<file path="src/rtl/branch_hazard_unit_pkg.sv">
// ---------------------------------------------------------------------------
// branch_hazard_unit_pkg
//
// Purpose:
//   Shared pipeline definitions for the ID-stage hazard/stall controller of
//   the 5-stage MIPS pipeline (branches resolved in ID).
//
// Contents:
//   BR_NONE/BR_BEQ/BR_BNE  ID-stage branch type encodings
//   hazardState_t          FSM state type (HZ_IDLE, HZ_STALL1)
//   REG_ZERO               architectural register $0
//   regMatch()             "producer register feeds a consumer operand" test
// ---------------------------------------------------------------------------
package branch_hazard_unit_pkg;

    // Branch type carried by the instruction in ID; anything other than
    // BR_NONE is a branch whose operands are compared in ID.
    localparam logic [1:0] BR_NONE = 2'b00;
    localparam logic [1:0] BR_BEQ  = 2'b01;
    localparam logic [1:0] BR_BNE  = 2'b10;

    // Register $0 is hardwired to zero, so writing it never creates a hazard.
    localparam logic [4:0] REG_ZERO = 5'd0;

    // Hazard FSM states. The two remaining 2-bit encodings are illegal and
    // are steered back to HZ_IDLE by the FSM.
    typedef enum logic [1:0] {
        HZ_IDLE   = 2'b00,
        HZ_STALL1 = 2'b01
    } hazardState_t;

    // True when a producer destination register is a real register and is
    // read by either source operand of the instruction in ID. Rs and Rt
    // matching together still yields a single hazard event.
    function automatic logic regMatch(
        input logic [4:0] dest,
        input logic [4:0] rs,
        input logic [4:0] rt
    );
        return (dest != REG_ZERO) && ((dest == rs) || (dest == rt));
    endfunction

endpackage

</file>
<file path="src/rtl/branch_hazard_unit_if.sv">
// ---------------------------------------------------------------------------
// branch_hazard_unit_if
//
// Purpose:
//   Bundles the pipeline-side signals seen by the ID-stage hazard unit and
//   the control signals it returns to the pipeline.
//
// Signals (pipeline -> hazard unit):
//   Branch, BranchTaken             ID-stage branch type and comparison result
//   IF_ID_RegisterRs/Rt             source registers of the instruction in ID
//   ID_EX_RegWrite/MemRead/RegisterRd  producer in EX
//   EX_MEM_MemRead/RegisterRd       producer in MEM
// Signals (hazard unit -> pipeline):
//   PCWrite, IF_ID_Write            fetch/decode enables
//   ID_EX_Flush, IF_ID_Flush        bubble injection and taken-branch squash
//   HazardState                     FSM state for debug
//   StallCount                      stall-cycle performance counter
//
// Modports:
//   master  pipeline side (drives the ID/EX/MEM information)
//   slave   hazard unit side
// ---------------------------------------------------------------------------
interface branch_hazard_unit_if #(
    parameter int CNT_WIDTH = 32
);

    logic [1:0]           Branch;
    logic                 BranchTaken;
    logic [4:0]           IF_ID_RegisterRs;
    logic [4:0]           IF_ID_RegisterRt;
    logic                 ID_EX_RegWrite;
    logic                 ID_EX_MemRead;
    logic [4:0]           ID_EX_RegisterRd;
    logic                 EX_MEM_MemRead;
    logic [4:0]           EX_MEM_RegisterRd;

    logic                 PCWrite;
    logic                 IF_ID_Write;
    logic                 ID_EX_Flush;
    logic                 IF_ID_Flush;
    logic [1:0]           HazardState;
    logic [CNT_WIDTH-1:0] StallCount;

    modport master (
        output Branch, BranchTaken, IF_ID_RegisterRs, IF_ID_RegisterRt,
               ID_EX_RegWrite, ID_EX_MemRead, ID_EX_RegisterRd,
               EX_MEM_MemRead, EX_MEM_RegisterRd,
        input  PCWrite, IF_ID_Write, ID_EX_Flush, IF_ID_Flush,
               HazardState, StallCount
    );

    modport slave (
        input  Branch, BranchTaken, IF_ID_RegisterRs, IF_ID_RegisterRt,
               ID_EX_RegWrite, ID_EX_MemRead, ID_EX_RegisterRd,
               EX_MEM_MemRead, EX_MEM_RegisterRd,
        output PCWrite, IF_ID_Write, ID_EX_Flush, IF_ID_Flush,
               HazardState, StallCount
    );

endinterface

</file>
<file path="src/rtl/branch_hazard_unit_stall_counter.sv">
// ---------------------------------------------------------------------------
// hazard_stall_counter
//
// Purpose:
//   Saturating stall-cycle counter. Counts rising edges on which 'inc' is
//   high and sticks at all-ones instead of wrapping, so a long run never
//   reports a misleadingly small number.
//
// Ports:
//   clk    in   pipeline clock
//   reset  in   asynchronous active-high clear
//   inc    in   count this cycle
//   count  out  WIDTH-bit saturating count
// ---------------------------------------------------------------------------
module hazard_stall_counter #(
    parameter int WIDTH = 32
) (
    input  logic             clk,
    input  logic             reset,
    input  logic             inc,
    output logic [WIDTH-1:0] count
);

    logic atMax;

    // All-ones detection gates further increments once the counter is full.
    always_comb begin
        atMax = &count;
    end

    // Counter register: cleared asynchronously, increments while enabled
    // and not yet saturated.
    always_ff @(posedge clk or posedge reset) begin
        if (reset) begin
            count <= '0;
        end else if (inc && !atMax) begin
            count <= count + 1'b1;
        end
    end

endmodule

</file>
<file path="src/rtl/branch_hazard_unit.sv">
// ---------------------------------------------------------------------------
// branch_hazard_unit
//
// Purpose:
//   ID-stage hazard and stall controller for a 5-stage MIPS pipeline that
//   resolves branches in ID. Guarantees the branch forwarding unit:
//     - 1 stall for an ALU result in EX feeding a branch
//     - 2 stalls for a load in EX feeding a branch
//     - 1 stall for a load in MEM feeding a branch
//     - 1 stall for an ordinary load-use
//   Also squashes IF/ID after a taken branch and counts stall cycles.
//
// Ports:
//   clk    in  pipeline clock
//   reset  in  asynchronous active-high reset
//   bus    slave side of branch_hazard_unit_if (see interface header)
//
// Parameters:
//   CNT_WIDTH  width of StallCount; must match the interface instance
// ---------------------------------------------------------------------------
module branch_hazard_unit
    import branch_hazard_unit_pkg::*;
#(
    parameter int CNT_WIDTH = 32
) (
    input  logic                   clk,
    input  logic                   reset,
    branch_hazard_unit_if.slave    bus
);

    hazardState_t         state;
    logic                 isBr;
    logic                 loadBranch;
    logic                 aluBranch;
    logic                 memLoadBranch;
    logic                 loadUse;
    logic                 hazard;
    logic                 stall;
    logic [CNT_WIDTH-1:0] stallCount;

    // Hazard detection terms. A load in EX feeding a branch is the only case
    // that needs a second stall cycle, since the loaded value is not
    // forwardable to ID until it has reached WB.
    always_comb begin
        isBr          = (bus.Branch != BR_NONE);
        loadBranch    = isBr && bus.ID_EX_MemRead &&
                        regMatch(bus.ID_EX_RegisterRd,
                                 bus.IF_ID_RegisterRs, bus.IF_ID_RegisterRt);
        aluBranch     = isBr && bus.ID_EX_RegWrite && !bus.ID_EX_MemRead &&
                        regMatch(bus.ID_EX_RegisterRd,
                                 bus.IF_ID_RegisterRs, bus.IF_ID_RegisterRt);
        memLoadBranch = isBr && bus.EX_MEM_MemRead &&
                        regMatch(bus.EX_MEM_RegisterRd,
                                 bus.IF_ID_RegisterRs, bus.IF_ID_RegisterRt);
        loadUse       = !isBr && bus.ID_EX_MemRead &&
                        regMatch(bus.ID_EX_RegisterRd,
                                 bus.IF_ID_RegisterRs, bus.IF_ID_RegisterRt);
        hazard        = loadBranch | aluBranch | memLoadBranch | loadUse;
    end

    // Stall decision. In IDLE the stall follows the detection terms in the
    // same cycle; in STALL1 the second load-to-branch bubble is forced
    // regardless of inputs. Reset kills the stall immediately so the
    // pipeline comes out of reset fetching.
    always_comb begin
        stall = 1'b0;
        if (!reset) begin
            case (state)
                HZ_STALL1: stall = 1'b1;
                HZ_IDLE:   stall = hazard;
                default:   stall = 1'b0;
            endcase
        end
    end

    // FSM: only a load feeding a branch moves to STALL1, and STALL1 always
    // returns to IDLE. Illegal encodings fall back to IDLE on the next edge.
    always_ff @(posedge clk or posedge reset) begin
        if (reset) begin
            state <= HZ_IDLE;
        end else begin
            case (state)
                HZ_IDLE:   state <= loadBranch ? HZ_STALL1 : HZ_IDLE;
                HZ_STALL1: state <= HZ_IDLE;
                default:   state <= HZ_IDLE;
            endcase
        end
    end

    hazard_stall_counter #(
        .WIDTH (CNT_WIDTH)
    ) stallCounter (
        .clk   (clk),
        .reset (reset),
        .inc   (stall),
        .count (stallCount)
    );

    // Pipeline control outputs. BranchTaken is ignored while stalling because
    // the branch operands are not yet valid; everything is forced to its
    // free-running value while reset is high.
    always_comb begin
        bus.PCWrite     = !stall;
        bus.IF_ID_Write = !stall;
        bus.ID_EX_Flush = stall;
        bus.IF_ID_Flush = !reset && bus.BranchTaken && isBr && !stall;
        bus.HazardState = reset ? HZ_IDLE : state;
        bus.StallCount  = stallCount;
    end

endmodule

</file>
<file path="src/flat_wrapper.sv">
// flat-port wrapper written by rule: the top's interface ports become plain ports
module branch_hazard_unit_flat import branch_hazard_unit_pkg::*;
#(
    parameter int CNT_WIDTH = 32
)
  (clk, reset, bus_Branch, bus_BranchTaken, bus_IF_ID_RegisterRs, bus_IF_ID_RegisterRt, bus_ID_EX_RegWrite, bus_ID_EX_MemRead, bus_ID_EX_RegisterRd, bus_EX_MEM_MemRead, bus_EX_MEM_RegisterRd, bus_PCWrite, bus_IF_ID_Write, bus_ID_EX_Flush, bus_IF_ID_Flush, bus_HazardState, bus_StallCount);
  branch_hazard_unit_if #(.CNT_WIDTH(CNT_WIDTH)) bus_i ();
  input  logic clk;
  input  logic reset;
  input wire logic [$bits(bus_i.Branch)-1:0] bus_Branch;
  input wire logic [$bits(bus_i.BranchTaken)-1:0] bus_BranchTaken;
  input wire logic [$bits(bus_i.IF_ID_RegisterRs)-1:0] bus_IF_ID_RegisterRs;
  input wire logic [$bits(bus_i.IF_ID_RegisterRt)-1:0] bus_IF_ID_RegisterRt;
  input wire logic [$bits(bus_i.ID_EX_RegWrite)-1:0] bus_ID_EX_RegWrite;
  input wire logic [$bits(bus_i.ID_EX_MemRead)-1:0] bus_ID_EX_MemRead;
  input wire logic [$bits(bus_i.ID_EX_RegisterRd)-1:0] bus_ID_EX_RegisterRd;
  input wire logic [$bits(bus_i.EX_MEM_MemRead)-1:0] bus_EX_MEM_MemRead;
  input wire logic [$bits(bus_i.EX_MEM_RegisterRd)-1:0] bus_EX_MEM_RegisterRd;
  output wire logic [$bits(bus_i.PCWrite)-1:0] bus_PCWrite;
  output wire logic [$bits(bus_i.IF_ID_Write)-1:0] bus_IF_ID_Write;
  output wire logic [$bits(bus_i.ID_EX_Flush)-1:0] bus_ID_EX_Flush;
  output wire logic [$bits(bus_i.IF_ID_Flush)-1:0] bus_IF_ID_Flush;
  output wire logic [$bits(bus_i.HazardState)-1:0] bus_HazardState;
  output wire logic [$bits(bus_i.StallCount)-1:0] bus_StallCount;
  assign bus_i.Branch = bus_Branch;
  assign bus_i.BranchTaken = bus_BranchTaken;
  assign bus_i.IF_ID_RegisterRs = bus_IF_ID_RegisterRs;
  assign bus_i.IF_ID_RegisterRt = bus_IF_ID_RegisterRt;
  assign bus_i.ID_EX_RegWrite = bus_ID_EX_RegWrite;
  assign bus_i.ID_EX_MemRead = bus_ID_EX_MemRead;
  assign bus_i.ID_EX_RegisterRd = bus_ID_EX_RegisterRd;
  assign bus_i.EX_MEM_MemRead = bus_EX_MEM_MemRead;
  assign bus_i.EX_MEM_RegisterRd = bus_EX_MEM_RegisterRd;
  assign bus_PCWrite = bus_i.PCWrite;
  assign bus_IF_ID_Write = bus_i.IF_ID_Write;
  assign bus_ID_EX_Flush = bus_i.ID_EX_Flush;
  assign bus_IF_ID_Flush = bus_i.IF_ID_Flush;
  assign bus_HazardState = bus_i.HazardState;
  assign bus_StallCount = bus_i.StallCount;
  branch_hazard_unit #(.CNT_WIDTH(CNT_WIDTH)) u_core (.clk(clk), .reset(reset), .bus(bus_i));
endmodule
</file>
<file path="config.mk">
export PLATFORM = sky130hd
export DESIGN_NAME = branch_hazard_unit_flat
export DESIGN_NICKNAME = d
export VERILOG_FILES = /design/src/rtl/branch_hazard_unit_pkg.sv /design/src/rtl/branch_hazard_unit_if.sv /design/src/rtl/branch_hazard_unit_stall_counter.sv /design/src/rtl/branch_hazard_unit.sv /design/src/flat_wrapper.sv
export SDC_FILE = /design/constraint.sdc
export NUM_CORES = 1
export LEC_CHECK = 0
export CELL_PAD_IN_SITES_DETAIL_PLACEMENT = 0
export CELL_PAD_IN_SITES_GLOBAL_PLACEMENT = 2
export CORE_MARGIN = 1
export CORE_UTILIZATION = 40
export CTS_CLUSTER_DIAMETER = 30
export DETAILED_ROUTE_END_ITERATION = 16
export DONT_BUFFER_PORTS = 1
export PLACE_DENSITY = 0.81
export SYNTH_ARGS = -nofsm -noshare
export SYNTH_HDL_FRONTEND = slang
export SYNTH_SLANG_ARGS = --single-unit
export TNS_END_PERCENT = 20
</file>
<file path="constraint.sdc">
create_clock -name clk -period 4.6 [get_ports clk]
set_input_delay 0.69 -clock clk [delete_from_list [all_inputs] [get_ports clk]]
set_output_delay 0.69 -clock clk [all_outputs]
set_load 0.01 [all_outputs]
</file>
## Word level (Yosys, flattened, before mapping)

Cells that the tools add are included.

- Register bits after elaboration: 34
- Input port bits: 28
- Output and inout port bits: 38
- Word-level logic and storage cells: 43

- Add/subtract/negate cells: 1
- Equality and inequality tests: 5
- Multiplexer cells: 5
- Bitwise gates (word level): 3
- Reductions and logical operators: 27

Operator list:

| cell | count |
|---|---|
| adder 32 x 1 -> 32 bit (second input constant) | 1 |
| AND reduction 32 bit | 1 |
| == test 5 bit | 4 |
| logical AND 1 bit | 15 |
| nonzero test 5 bit | 2 |
| zero test 1 bit | 5 |
| 2-to-1 mux 2 bit | 2 |
| bitwise OR 1 bit | 3 |
| == test 2 x 1 -> 1 bit (second input constant) | 1 |
| zero test 2 bit | 1 |
| logical OR 1 bit | 2 |
| 2-to-1 mux 1 bit | 2 |
| case mux 1 bit (2 select lines) | 1 |
| nonzero test 2 bit | 1 |

## Longest topological paths before layout

- Depth after elaboration: 11
- Gate-level depth with buffers: 8
- Mapped depth without buffers: 7

## Hierarchy

From an unflattened synthesis, not the netlist that was laid out.

- Cells, all modules: 203
- Area total of the unflattened synthesis: 2042.0 µm²

Modules (own cells, without submodules):

| module | times used | cells an instance | area an instance (µm²) | seq. area each (µm²) |
|---|---|---|---|---|
| hazard_stall_counter | 1 | 155 | 1665.3 | 800.8 |
| branch_hazard_unit | 1 | 48 | 376.6 | 25.0 |

## Least setup slack after synthesis

No wires, ideal clock.

- Path kind: input-to-output
- Start: in bus_EX_MEM_RegisterRd[0]
- End: out bus_PCWrite
- Data arrival time: 2045 ps
- Data required time: 3910 ps
- Path slack: 1865 ps
- Stages on the path: 6
- Path buffers: 2
- Cells stage by stage: or4_1 > o221ai_1 > o32ai_4 > o21ai_2 > buf_6 > buf_4

- Word-level cells in the longest chain between the ends: 9
- Elaborated cells on any way between the ends: 11
- Those cells by class: 2 x eq/ne; 2 x mux; 2 x bitwise; 5 x reduce/logical

RTL lines:

| element | RTL line | text |
|---|---|---|
| start: declaration | flat_wrapper.sv:18 | `input wire logic [$bits(bus_i.EX_MEM_RegisterRd)-1:0] bus_EX_MEM_RegisterRd;` |
| == test 5 bit | branch_hazard_unit_pkg.sv:40 | `return (dest != REG_ZERO) && ((dest == rs) \|\| (dest == rt));` |
| logical OR 1 bit | branch_hazard_unit_pkg.sv:40 |  |
| logical AND 1 bit (*) | branch_hazard_unit_pkg.sv:40 |  |
| logical AND 1 bit (*) | branch_hazard_unit.sv:52 | `memLoadBranch = isBr && bus.EX_MEM_MemRead &&` |
| bitwise OR 1 bit (*) (2 in series) | branch_hazard_unit.sv:58 | `hazard = loadBranch \| aluBranch \| memLoadBranch \| loadUse;` |
| case mux 1 bit (2 select lines) (*) | branch_hazard_unit.sv:68 | `case (state)` |
| 2-to-1 mux 1 bit (*) | branch_hazard_unit.sv:67 | `if (!reset) begin` |
| zero test 1 bit (*) | n/a |  |
| end: declaration | flat_wrapper.sv:19 | `output wire logic [$bits(bus_i.PCWrite)-1:0] bus_PCWrite;` |

Every way passes the cells marked *; elsewhere a longest branch is shown, timed or not.

## Worst setup path after layout

- Start: in bus_EX_MEM_RegisterRd[0]
- End: out bus_ID_EX_Flush

- Word-level cells in the longest chain between the ends: 8
- Elaborated cells on any way between the ends: 10
- Those cells by class: 2 x eq/ne; 2 x mux; 2 x bitwise; 4 x reduce/logical

RTL lines:

| element | RTL line | text |
|---|---|---|
| == test 5 bit | branch_hazard_unit_pkg.sv:40 |  |
| logical OR 1 bit | branch_hazard_unit_pkg.sv:40 |  |
| logical AND 1 bit (*) | branch_hazard_unit_pkg.sv:40 |  |
| logical AND 1 bit (*) | branch_hazard_unit.sv:52 |  |
| bitwise OR 1 bit (*) (2 in series) | branch_hazard_unit.sv:58 |  |
| case mux 1 bit (2 select lines) (*) | branch_hazard_unit.sv:68 |  |
| 2-to-1 mux 1 bit (*) | branch_hazard_unit.sv:67 |  |
| end: declaration | flat_wrapper.sv:21 | `output wire logic [$bits(bus_i.ID_EX_Flush)-1:0] bus_ID_EX_Flush;` |

Marked as above.

==> results.md <==
- Die height: 72.12 microns
- ANT nets after route: 0
- MaxCap Viol Count: 0
- Post-synth top cells: xor2_1 (46), dfrtp_1 (33), nor2_1 (18)
- EDFF count, synth: 0
- Outcome: complete, no violations
- Worst Path Required: 3.91 ns
- Pre-Repair DR Iteration Count: 4
- Port Buf Inserts: 0
- Most common cell in the netlist: xor2_1
- # clock sinks: 33
- Vias in the first global route: 1510
- Synth cell types: 34
- DP Worst Slack: 1.499 ns
- Worst-path clk slew: 0.07 ns
- Fin. max-slew vios: 0
- CTS Buf Count: 5
- Synth warnings: 0
- Tot GR Track Use: 17.67%
- Flop pwr share: 55.2%
- Initial antenna violation count: 0
- Vias/cell: 5.336
- Pin count of the biggest net entering global routing: 23
- Max-slew headroom: 35.38%
- Global-route wire length before repair: between 7000 and 8000 microns
- Share of post-route cells with drive strength above 1: ~7.8%
- Post-CTS setup buffer count: 0
- Async S/R FF share, synth: 100.0%
- Synth Net Count: 229
- Synth Area per Inst: 9.834 sq um
- Final cycle utilization of the critical path: a little under 70%
- Setup TNS: 0 ns
- Inst Count DP: approximately 260
- RSZ-0062 raised after global routing: no
- Int Pwr: 440.5 uW
- Wirelength, routed: around 4300 microns
- Slew @ Worst Pin: 0.9665 ns
- Yosys reg bits: 33
- CTS Hold Bufs: 0
- Hold crit path type: input port to async pin
- Critical path's slowest cell: o21ai_2
- Wire per inst: 15.88 microns
- P_sw: 182.4 uW
- Nets: 232
- P_leak: 0.001017 uW
- Worst setup SP type: input port
- VDD IR max: between 0.0001 and 0.00015 V
- DR vias: 1446
- Gr ovfl total: 0
- Util after Layout: 44.37%
- Initial detailed-routing violation count: slightly above 60
- Worst Path Arrival: 2.41 ns
- Final setup viols: 0
- Antenna diodes: 0
- Drc violations: 0
- Core ar.: between 4000 and 5000 sq um
- Critical Path Sink Type: primary output
- Top Ports: 66
- Hold WS: 0.4004 ns
- Clk pwr share: roughly 34%
- Initial core utilization: 41.64%
- Setup ws final: 1.495 ns
- Post-synthesis sequential area ratio: 41.98%
- Die width: 72.12 microns
- Min cycle time layout: ~3.1 ns
- Worst path max stage delay: 0.59 ns
- Rows: 25
- Yosys top cell area share: 41.98%
- Die ar.: ~5200 sq um
- CTS resizes: 0
- Clock root cell: clkbuf_8
- Clk_skew: 0.004992 ns
- Hpwl dp: between 3000 and 4000 microns
- Synth area leaders: dfrtp_1 (42%), xor2_1 (20%), nor3_1 (3.8%)
- Switching share of total power: 29.28%
- Layout area overhead: 6.552%
- Setup CP Type: input port to primary output
- Clk Latency, worst-skew pair: 0.29 ns
- Gate Count Post-Synth: 200
- Maximum clock rate: 322.1 MHz
- Crit path max fanout: 13
- Post-synthesis cell area: 1967 sq um
- Gpl congestion: 0.7579
- CTS tree: done
- Power Density: 297.3 nW/um^2
- # H-tree levels: 2
- Main synth FF type: dfrtp_1
- CTS Buffer Depth: 2
- Post-synth top area cell: dfrtp_1
- Combinational share of power: 10.5%
- Final hold vios: 0
- Cells along the critical path: or4_1 > o221ai_1 > o32ai_4 > o21ai_2 > inv_1
- Post-Layout Cell Count: 271
-- layout make-up --
cell class | instances | area [sq um]
Fill cell | 465 | 2628
Multi-Input combinational cell | 155 | 1066
Sequential cell | 33 | 825.8
Tap cell | 67 | 83.83
Clock buffer | 5 | 68.82
Inverter | 7 | 26.28
Clock inverter | 3 | 17.52
Timing Repair Buffer | 1 | 7.507
-- power groups by stage --
| stage | Sequential (uW) | Clock [uW] | Combinational, uW |
|---|---|---|---|
| 2_1_floorplan | 342 | 0 | 59.0 |
| 3_3_place_gp | 348 | 0 | 64.1 |
| 5_1_grt | 348 | 231 | 75.0 |
| 4_1_cts | 343 | 219 | 67.0 |
| 6_report | 344 | 214 | 65.6 |
| 3_5_place_dp | 349 | 0 | 66.8 |
-- final timing paths --
| check | slack [ns] | cells after the start | end | from |
|---|---|---|---|---|
| max in group asynchronous | 3.48 | 2 | u_core.stallCounter.count[11] | reset |
| worst min register to register | 0.56 | 1 | u_core.stallCounter.count[18] | u_core.stallCounter.count[18] |
| min in group clk | 0.51 | 2 | u_core.state[0] | bus_ID_EX_MemRead |
| worst max-delay path | 1.50 | 5 | bus_ID_EX_Flush | bus_EX_MEM_RegisterRd[0] |
| worst min-delay path | 0.40 | 1 | u_core.stallCounter.count[19] | reset |
| worst max register to register | 1.85 | 7 | u_core.stallCounter.count[15] | u_core.stallCounter.count[0] |
-- critical path: cells and delay by family --
kind	cells	cell delay, ns
AOI/OAI and AO/OA	3	1.02
buffers and inverters	1	0.19
and+or+nand+nor	1	0.52
-- sequential cells by signal, summed over array words and instances, names as in the netlist --
register	flops
u_core.stallCounter.count	32
u_core.state	1
-- stage by stage --
stage | instance area [sq um] | power, uW
floorplan | 1967 | 400.7
global placement | 2009 | 412.3
detailed placement | 2009 | 415.7
CTS | 2096 | 629.4
global route | 2096 | 654.0
finish | 2096 | 623.0
-- kinds of logic after synthesis --
| group | synth area share [%] |
|---|---|
| mux | 0.5725 |
| other cells | 0.1907 |
| flops | 41.98 |
| compound gates | 3.754 |
| fa+ha+maj | 0.6360 |
| buf+inv | 3.817 |
| xor+xnor | 22.71 |
| simple gates | 26.34 |
-- cells in the final DEF (no fill, tap or decap), types with 2 or more instances in the layout --
cell / Yosys / layout
and3_1: 6 / 6
and4_1: 5 / 5
clkbuf_8: 0 / 5
clkinv_2: 0 / 2
dfrtp_1: 33 / 33
inv_1: 7 / 7
nand2_1: 13 / 13
nand3_1: 11 / 11
nand4_1: 6 / 6
nor2_1: 18 / 18
nor2b_1: 2 / 2
nor3_1: 15 / 15
nor4_1: 8 / 8
or4_1: 2 / 2
xnor2_1: 5 / 5
xor2_1: 46 / 46
-- layer usage --
metal | vias up | share of wire, % | global-route usage [%]
met3 | 8 | 7.3 | 7.222
met5 | - | 0 | 0
met2 | 52 | 49 | 28.97
li1 | 696 | - | -
met1 | 690 | 42 | 20.41
met4 | 0 | 1.8 | 7.407
Note: power is estimated with default switching activity, not from simulation.
